File: src/rtl/vga_text_scan.sv
// 80x48 text-mode VGA scanner: raster counters, char RAM / glyph ROM fetch,
// five-stage pixel pipeline with a blinking underline cursor.
module vga_text_scan #(
  parameter int H_VIS     = 640,
  parameter int H_FP      = 16,
  parameter int H_SW      = 96,
  parameter int H_BP      = 48,
  parameter int V_VIS     = 480,
  parameter int V_FP      = 10,
  parameter int V_SW      = 2,
  parameter int V_BP      = 33,
  parameter int BLINK_BIT = 5
) (
  input  logic        clk,
  input  logic        rst,
  output logic [11:0] str_out,
  input  logic [7:0]  ram_q,
  output logic [11:0] font_addr,
  input  logic [7:0]  font_q,
  input  logic [6:0]  count_str,
  input  logic [5:0]  count_tab,
  output logic        hsync,
  output logic        vsync,
  output logic        de,
  output logic        pixel,
  output logic        frame_start
);

  localparam logic [9:0] H_END  = 10'(H_VIS);
  localparam logic [9:0] HS_BEG = 10'(H_VIS + H_FP);
  localparam logic [9:0] HS_END = 10'(H_VIS + H_FP + H_SW);
  localparam logic [9:0] H_LAST = 10'(H_VIS + H_FP + H_SW + H_BP - 1);
  localparam logic [9:0] V_END  = 10'(V_VIS);
  localparam logic [9:0] VS_BEG = 10'(V_VIS + V_FP);
  localparam logic [9:0] VS_END = 10'(V_VIS + V_FP + V_SW);
  localparam logic [9:0] V_LAST = 10'(V_VIS + V_FP + V_SW + V_BP - 1);

  // sync flags travel active-high so an all-zero reset means "no sync"
  typedef struct packed {
    logic       de;
    logic       hs;
    logic       vs;
    logic       cur;
    logic [2:0] x;
  } meta_t;

  logic [9:0]  hcnt_q, hcnt_d;
  logic [9:0]  vcnt_q, vcnt_d;
  logic [3:0]  line_q, line_d;
  logic [5:0]  row_q, row_d;
  logic [5:0]  fcnt_q;
  logic [6:0]  col;
  logic [11:0] addr;
  logic        blink;
  logic        fs_d;
  logic        px_d;
  meta_t       m0, s1_q, s2_q, s3_q, s4_q;
  logic [3:0]  line1_q, line2_q;
  logic        blank3_q, blank4_q;

  always_comb begin
    hcnt_d = hcnt_q + 10'd1;
    vcnt_d = vcnt_q;
    line_d = line_q;
    row_d  = row_q;
    if (hcnt_q == H_LAST) begin
      hcnt_d = '0;
      if (vcnt_q == V_LAST) begin
        vcnt_d = '0;
        line_d = '0;
        row_d  = '0;
      end else begin
        vcnt_d = vcnt_q + 10'd1;
        if (line_q == 4'd9) begin
          line_d = '0;
          row_d  = row_q + 6'd1;
        end else begin
          line_d = line_q + 4'd1;
        end
      end
    end
  end

  assign col   = hcnt_q[9:3];
  assign addr  = {row_q, 6'b0} + {2'b0, row_q, 4'b0} + {5'b0, col};
  assign blink = fcnt_q[BLINK_BIT];
  assign fs_d  = (hcnt_q == 10'd0) && (vcnt_q == 10'd0);

  always_comb begin
    m0     = '0;
    m0.de  = (hcnt_q < H_END) && (vcnt_q < V_END);
    m0.hs  = (hcnt_q >= HS_BEG) && (hcnt_q < HS_END);
    m0.vs  = (vcnt_q >= VS_BEG) && (vcnt_q < VS_END);
    m0.cur = blink && (line_q == 4'd9) &&
             (col == count_str) && (row_q == count_tab);
    m0.x   = hcnt_q[2:0];
  end

  always_comb begin
    px_d = 1'b0;
    if (s4_q.de) begin
      px_d = (~blank4_q & font_q[3'd7 - s4_q.x]) ^ s4_q.cur;
    end
  end

  always_ff @(posedge clk or negedge rst) begin
    if (!rst) begin
      hcnt_q      <= '0;
      vcnt_q      <= '0;
      line_q      <= '0;
      row_q       <= '0;
      fcnt_q      <= '0;
      frame_start <= 1'b0;
      s1_q        <= '0;
      s2_q        <= '0;
      s3_q        <= '0;
      s4_q        <= '0;
      line1_q     <= '0;
      line2_q     <= '0;
      blank3_q    <= 1'b0;
      blank4_q    <= 1'b0;
      str_out     <= '0;
      font_addr   <= '0;
      hsync       <= 1'b1;
      vsync       <= 1'b1;
      de          <= 1'b0;
      pixel       <= 1'b0;
    end else begin
      hcnt_q      <= hcnt_d;
      vcnt_q      <= vcnt_d;
      line_q      <= line_d;
      row_q       <= row_d;
      frame_start <= fs_d;
      if (frame_start) begin
        fcnt_q <= fcnt_q + 6'd1;
      end
      s1_q      <= m0;
      line1_q   <= line_q;
      str_out   <= addr;
      s2_q      <= s1_q;
      line2_q   <= line1_q;
      s3_q      <= s2_q;
      font_addr <= {ram_q, line2_q};
      blank3_q  <= (ram_q == 8'h00);
      s4_q      <= s3_q;
      blank4_q  <= blank3_q;
      hsync     <= ~s4_q.hs;
      vsync     <= ~s4_q.vs;
      de        <= s4_q.de;
      pixel     <= px_d;
    end
  end

endmodule

File: config.mk
export PLATFORM = sky130hd
export DESIGN_NAME = vga_text_scan
export DESIGN_NICKNAME = d
export VERILOG_FILES = /design/src/rtl/vga_text_scan.sv
export SDC_FILE = /design/constraint.sdc
export NUM_CORES = 1
export LEC_CHECK = 0
export CAP_MARGIN = 10
export CELL_PAD_IN_SITES_DETAIL_PLACEMENT = 1
export CELL_PAD_IN_SITES_GLOBAL_PLACEMENT = 2
export CORE_MARGIN = 5
export CORE_UTILIZATION = 39
export CTS_CLUSTER_SIZE = 25
export DETAILED_ROUTE_END_ITERATION = 10
export PLACE_DENSITY_LB_ADDON = 0.1
export SYNTH_ARGS = -nofsm -noshare
export SYNTH_HDL_FRONTEND = slang
export SYNTH_SLANG_ARGS = --single-unit
File: constraint.sdc
create_clock -name clk -period 4.6 [get_ports clk]
set_input_delay 1.38 -clock clk [delete_from_list [all_inputs] [get_ports clk]]
set_output_delay 1.38 -clock clk [all_outputs]
set_load 0.01 [all_outputs]
==> results of run 1 <==
-- registers in the layout, indices dropped and copies added (netlist names), 4 cells and up --
register / flops
row_q: 6
font_addr: 12
str_out: 12
hcnt_q: 10
s1_q: 7
line2_q: 4
vcnt_q: 10
s2_q: 7
line1_q: 4
line_q: 4
fcnt_q: 6
s3_q: 7
s4_q: 7
-- placed cells by master (no fill, tap or decap), drive strengths merged, types with 4 or more instances in the layout --
master	n
dfrtp	101
clkdlybuf4s50	58
xnor2	26
inv	23
ha	19
nor2	18
nand3	16
nand2	14
o21ai	14
nand4	12
clkbuf	9
xor2	8
nor4	8
a21oi	5
nor3	5
and3	4
o211ai	4
or4	4
o31ai	4
-- area by class of cell --
class / count / area (um2) / share of cell area (%)
clock buffer: 9 / 124 / 2.42
clock inverter: 7 / 80.1 / 1.56
inverter: 21 / 78.8 / 1.54
multi-input combinational: 199 / 1490 / 29.0
sequential: 103 / 2580 / 50.4
tap: 136 / 170 / 3.32
timing repair buffer: 61 / 603 / 11.8
-- kinds of logic (layout without fill, tap and decap cells) --
logic type / after synthesis / after routing / share of synthesized area (%)
adders and majority gates: 21 / 21 / 6.62
muxes: 6 / 6 / 2.06
AOI/OAI and AO/OA: 39 / 39 / 5.99
buffers and inverters: 29 / 98 / 3.04
DFF: 103 / 103 / 61.5
and+or+nand+nor: 99 / 99 / 13.7
xor gates and xnor gates: 34 / 34 / 7.10
-- power by group --
| part | internal, mW | switching, mW | total, mW |
|---|---|---|---|
| Clock | 0.258 | 0.315 | 0.572 |
| Sequential | 0.909 | 0.00113 | 0.910 |
| Combinational | 0.0360 | 0.0298 | 0.0657 |
| Total | 1.20 | 0.345 | 1.55 |
-- routing by layer --
layer / global-route usage (%) / vias up
li1: - / 1288
met1: 18.4 / 1366
met2: 24.6 / 36
met3: 5.20 / 7
met4: 3.61 / 0
met5: 0 / -
-- worst max-delay path by stage --
| stage | to | startpoint | slack, ns |
|---|---|---|---|
| 3_5_place_dp | pixel | font_q[3] | 1.65 |
| 6_report | vsync | vsync | 1.80 |
| 4_1_cts | vsync | vsync | 1.77 |
| 5_1_grt | hsync | hsync | 1.74 |
| 2_1_floorplan | pixel | font_q[2] | 2.21 |
| 3_3_place_gp | pixel | font_q[2] | 1.71 |
==> qor.json, run 1 <==
{
  "synth": {
    "dominant_cell_type_by_area_after_synthesis": "sky130_fd_sc_hd__dfrtp_1",
    "top_post_synthesis_cells_by_area": "sky130_fd_sc_hd__dfrtp_1 60%, sky130_fd_sc_hd__ha_1 5.7%, sky130_fd_sc_hd__xnor2_1 5.4%",
    "async_flop_share_pct": 100,
    "ys.flop_type": "sky130_fd_sc_hd__dfrtp_1",
    "post_synth_instance_area_um2": 4200,
    "synthesis.nets": 383,
    "post_synth_most_frequent_cells": "101 x sky130_fd_sc_hd__dfrtp_1, 26 x sky130_fd_sc_hd__xnor2_1, 21 x sky130_fd_sc_hd__inv_1",
    "yosys.cell_count.top_type": "sky130_fd_sc_hd__dfrtp_1",
    "synth-seq-area-share_pct": 61.5,
    "yosysTopAreaCellShare_pct": 60.2,
    "synth.yosys.warnings": 0,
    "synth_area_per_cell_um2": 12.7,
    "synth_seq_cells": 103,
    "post_synth_edffs": 0,
    "synth.distinct_cells": 52,
    "gate_count_post_synth": 331
  },
  "detailed_routing": {
    "highest_layer": "met4",
    "dr.first_iter.drc_count": 126,
    "drt-total-wl_um": 8830,
    "met2_wirelength_um": 4480,
    "avgRoutedWirePerCell_um": 16.5,
    "routedLengthMet1_um": 3870,
    "drc": 0,
    "routed_vias_inst": 5.03,
    "dr_wl_met3_um": 413,
    "drt_pass_1_iters": 4,
    "detailroute.via_count": 2697,
    "final_antenna_net_count": 0
  },
  "critical_path": {
    "cp_slowest_stage_delay_ns": 0.52,
    "critPathArrivalTime_ns": 1.42,
    "delay_heaviest_family_cp": "flip-flops",
    "path_depth_of_the_worst_reg2reg_path": 8,
    "critical_path.reg2reg.endpoint": "str_out[10]",
    "cp-end-kind": "primary output",
    "cp.depth": 1,
    "timing.critical_path.from_type": "flop",
    "critical_path_peak_fanout": 1,
    "reg2reg_from": "hcnt_q[9]",
    "worstPathCellList": "clkdlybuf4s50_1",
    "sum_of_buffers_and_inverters_on_the_critical_path": 1,
    "r2r_slack_ns": 2.00,
    "cpMaxStageDelayCell": "sky130_fd_sc_hd__dfstp_2",
    "worstSetupPathType": "reg2out",
    "required_time_of_the_critical_path_ns": 3.22
  },
  "sta": {
    "tns_ns": 0,
    "post-route-worst-setup-slack_ns": 1.80,
    "post-route-min-period_ns": 2.80,
    "fin_worst_hold_slack_ns": 0.355,
    "grt_setup_unrepaired": "no",
    "fin_skew_ns": 0.00668,
    "timing.fmax_mhz": 358,
    "report.final.setup_viol": 0,
    "max_slew.worst_pin.slew_ns": 1.02,
    "final_max_slew_viol_count": 0,
    "final_min_period_over_clock_period_pct": 60.8,
    "relSlewSlack_pct": 31.9,
    "finalHoldViolCount": 0
  },
  "clock_tree": {
    "cts_tree": "built",
    "cts_buffer_depth": 2,
    "library_cell_used_as_clock_root_buffer": "sky130_fd_sc_hd__clkbuf_8",
    "number_of_levels_in_the_clock_h_tree": 3,
    "tritoncts_buffers": 9,
    "clk_pin_slew_worst_paths_ns": 0.09,
    "clock_latency_ns": 0.37,
    "holdBufCountCts": 0,
    "ctsResizeCount": 0,
    "cts.sinks": 103,
    "cts_post_setup_buffers_inserted": 0
  },
  "run_status": {
    "status": "finished, final reports clean"
  },
  "grt": {
    "first_global_vias": 2849,
    "first_pass_grt_wire_length_um": 14800,
    "grt-ovfl-total": 0,
    "grt_antenna_before_repair": 0,
    "grt_max_degree": 67,
    "groute.usage.overall_pct": 14.7
  },
  "layout": {
    "design_area_um2": 5120,
    "final-instance-count-excl-fill": 536,
    "finalNetCount": 447,
    "proportion_of_layout_cells_with_a_drive_suffix_above_1_pct": 7.75,
    "num-fill-cells": 1097,
    "synthToLayoutAreaGrowth_pct": 22.1,
    "antenna_cells_inserted": 0,
    "utilization_pct": 49.2
  },
  "placement": {
    "place_worst_setup_slack_ns": 1.65,
    "dpl-instance-area_um2": 4920,
    "detailedPlacementHpwl_um": 6440,
    "buffer_ports.inserted": 59,
    "dp_cells": 520,
    "gpl.final_weighted_congestion": 0.757
  },
  "hold_path": {
    "min-delay-start": "line1_q[1]",
    "hold_path_depth": 0,
    "hold_class": "reg2reg",
    "worst_hold_path.endpoint": "line2_q[1]"
  },
  "floorplanning": {
    "design.portCount": 60,
    "die_height_um": 114,
    "core-area_um2": 10400,
    "die-area_um2": 12900,
    "floorplan.die.width_um": 114,
    "effective_utilization_at_floorplan_pct": 40.3,
    "num_rows": 37
  },
  "job": {
    "drv_cap": 0
  },
  "power_and_ir_drop": {
    "p_per_area_nw_per_um2": 302,
    "peakVddDrop_mv": 0.182,
    "p_total_mw": 1.55,
    "cellLeakagePower_nw": 2.25
  }
}
Note: power is estimated with default switching activity, not from simulation.
==> inputs of run 2 (changes only) <==
CORE_UTILIZATION = 33   (was 39)
clock period = 2.3 ns   (was 4.6 ns; I/O delays follow)
==> run 2 against run 1 <==
Count of clock-buffer cells in the layout is 2 higher. Sequential share of layout area is 2.5 points lower. Register-to-register slack worse by 1.8 ns. Core utilization is 6.1 points lower. Design area is 5.3% higher. Setup slack worse by 1.6 ns. Non-clock buffer count is 16 higher. First-iteration DRC count is 15% higher. Combinational power is 110% higher. Die area is 17% higher. Critical endpoint is now str_out[10].
==> qor.json, run 2 (same netlist as run 1, synthesis figures left out) <==
{
  "clock_tree": {
    "clock_latency_ns": 0.34,
    "holdBufCountCts": 0,
    "cts_buffer_depth": 2,
    "cts_post_setup_buffers_inserted": 0,
    "number_of_levels_in_the_clock_h_tree": 3,
    "library_cell_used_as_clock_root_buffer": "sky130_fd_sc_hd__clkbuf_16",
    "tritoncts_buffers": 9,
    "ctsResizeCount": 0,
    "clk_pin_slew_worst_paths_ns": 0.07,
    "cts_tree": "built",
    "cts.sinks": 103
  },
  "detailed_routing": {
    "routed_vias_inst": 4.71,
    "dr.first_iter.drc_count": 145,
    "avgRoutedWirePerCell_um": 15.6,
    "final_antenna_net_count": 0,
    "drt_pass_1_iters": 4,
    "detailroute.via_count": 2767,
    "drc": 0,
    "drt-total-wl_um": 9180
  },
  "floorplanning": {
    "die_height_um": 123,
    "core-area_um2": 12500,
    "floorplan.die.width_um": 123,
    "design.portCount": 60,
    "die-area_um2": 15100,
    "num_rows": 41,
    "effective_utilization_at_floorplan_pct": 33.5
  },
  "sta": {
    "report.final.setup_viol": 0,
    "max_slew.worst_pin.slew_ns": 0.446,
    "final_min_period_over_clock_period_pct": 93.0,
    "timing.fmax_mhz": 468,
    "finalHoldViolCount": 0,
    "tns_ns": 0,
    "post-route-worst-setup-slack_ns": 0.162,
    "relSlewSlack_pct": 70.3,
    "grt_setup_unrepaired": "no",
    "fin_skew_ns": 0.00509,
    "post-route-min-period_ns": 2.14,
    "fin_worst_hold_slack_ns": 0.291,
    "final_max_slew_viol_count": 0
  },
  "grt": {
    "groute.usage.overall_pct": 13.4,
    "grt_max_degree": 37,
    "first_pass_grt_wire_length_um": 15500,
    "grt-ovfl-total": 0,
    "first_global_vias": 3104,
    "grt_antenna_before_repair": 0
  },
  "critical_path": {
    "critPathMostFrequentCell": "sky130_fd_sc_hd__inv_1",
    "required_time_of_the_critical_path_ns": 2.56,
    "critical_path.reg2reg.endpoint": "str_out[10]",
    "delay_heaviest_family_cp": "adder cells",
    "critical_path_peak_fanout": 2,
    "path_depth_of_the_worst_reg2reg_path": 8,
    "sum_of_buffers_and_inverters_on_the_critical_path": 2,
    "worstPathCellList": "inv_1 -> fa_1 -> inv_1 -> ha_1 -> a21o_1 -> a21oi_2 -> or4b_4 -> o2111ai_1",
    "worstSetupPathType": "reg2reg",
    "cp-end-kind": "flop",
    "r2r_slack_ns": 0.16,
    "cp_slowest_stage_delay_ns": 0.59,
    "critPathArrivalTime_ns": 2.40,
    "timing.critical_path.from_type": "flop",
    "reg2reg_from": "row_q[2]",
    "cpMaxStageDelayCell": "sky130_fd_sc_hd__fa_1"
  },
  "job": {
    "drv_cap": 0
  },
  "layout": {
    "design_area_um2": 5400,
    "layout_common_cells": "101 x sky130_fd_sc_hd__dfrtp_1, 58 x sky130_fd_sc_hd__clkdlybuf4s50_1, 26 x sky130_fd_sc_hd__xnor2_1",
    "antenna_cells_inserted": 0,
    "layout_commonest_cell": "sky130_fd_sc_hd__dfrtp_1",
    "proportion_of_layout_cells_with_a_drive_suffix_above_1_pct": 11.1,
    "synthToLayoutAreaGrowth_pct": 28.6,
    "num-fill-cells": 1356,
    "finalNetCount": 463,
    "largestRegisters": "font_addr (12), str_out (12)"
  },
  "run_status": {
    "status": "finished, final reports clean"
  },
  "power_and_ir_drop": {
    "cell_internal_pwr_mw": 2.74,
    "cellLeakagePower_nw": 2.38,
    "power_frac_seq_pct": 52.7,
    "p_per_area_nw_per_um2": 641,
    "peakVddDrop_mv": 0.323,
    "clock_power_share_pct": 43.4,
    "share_comb_of_total_power_pct": 3.9,
    "reported_net_switching_power_mw": 0.717,
    "p_total_mw": 3.46,
    "swShare_pct": 20.7
  },
  "placement": {
    "dpl-instance-area_um2": 5100,
    "gpl.final_weighted_congestion": 0.723,
    "buffer_ports.inserted": 59,
    "detailedPlacementHpwl_um": 6910,
    "place_worst_setup_slack_ns": 0.0369
  },
  "hold_path": {
    "hold_class": "in2async"
  }
}
==> run 2: changes by cell type in the layout (fill, tap and decap cells not counted), moves of 2 or more <==
cell                        previous run  this run
sky130_fd_sc_hd__clkbuf_1              0         2
sky130_fd_sc_hd__clkbuf_16             0         9
sky130_fd_sc_hd__buf_4                 3        18
sky130_fd_sc_hd__clkbuf_8              9         0
==> run 2: power by group through the flow <==
stage	clock network (mW)	logic, mW	registers, mW
after floorplan	0	0.0166	1.86
after global placement	0	0.137	1.86
after detailed placement	0	0.140	1.86
after CTS	1.56	0.141	1.82
after global routing	1.62	0.150	1.82
final	1.50	0.135	1.82
==> run 2: final cells by class <==
cell class | count | area (um2) | share of cell area (%)
flip-flops and latches | 103 | 2580 | 47.8
multi-input cells | 199 | 1500 | 27.7
repair buffers | 77 | 736 | 13.6
clock buffers | 11 | 233 | 4.31
well taps | 172 | 215 | 3.99
inverters | 21 | 78.8 | 1.46
clock inverters | 5 | 57.6 | 1.07
==> run 2: per-stage QoR <==
stage,std cells,util [%]
final,588,43.1
after global routing,588,43.1
after CTS,588,43.1
after detailed placement,572,40.8
after global placement,572,40.8
after floorplan,331,-
==> run 2: worst max-delay path by stage <==
stage | slack, ns | start | cells after the start | end
3_5_place_dp | 0.04 | font_q[3] | 5 | pixel
4_1_cts | 0.1 | row_q[1] | 8 | str_out[11]
2_1_floorplan | 0.11 | row_q[2] | 8 | str_out[10]
5_1_grt | 0.05 | row_q[2] | 8 | str_out[10]
6_report | 0.16 | row_q[2] | 8 | str_out[10]
3_3_place_gp | 0.09 | font_q[2] | 5 | pixel
==> run 2: per-layer routing <==
metal	share of wire [%]	wire length, um	track usage [%]	vias up
met3	3.7	342	3.23	7
met4	1.5	135	4.83	0
met2	50	4580	22.4	36
met5	0	0	0	-
li1	-	-	-	1321
met1	45	4130	16.7	1403
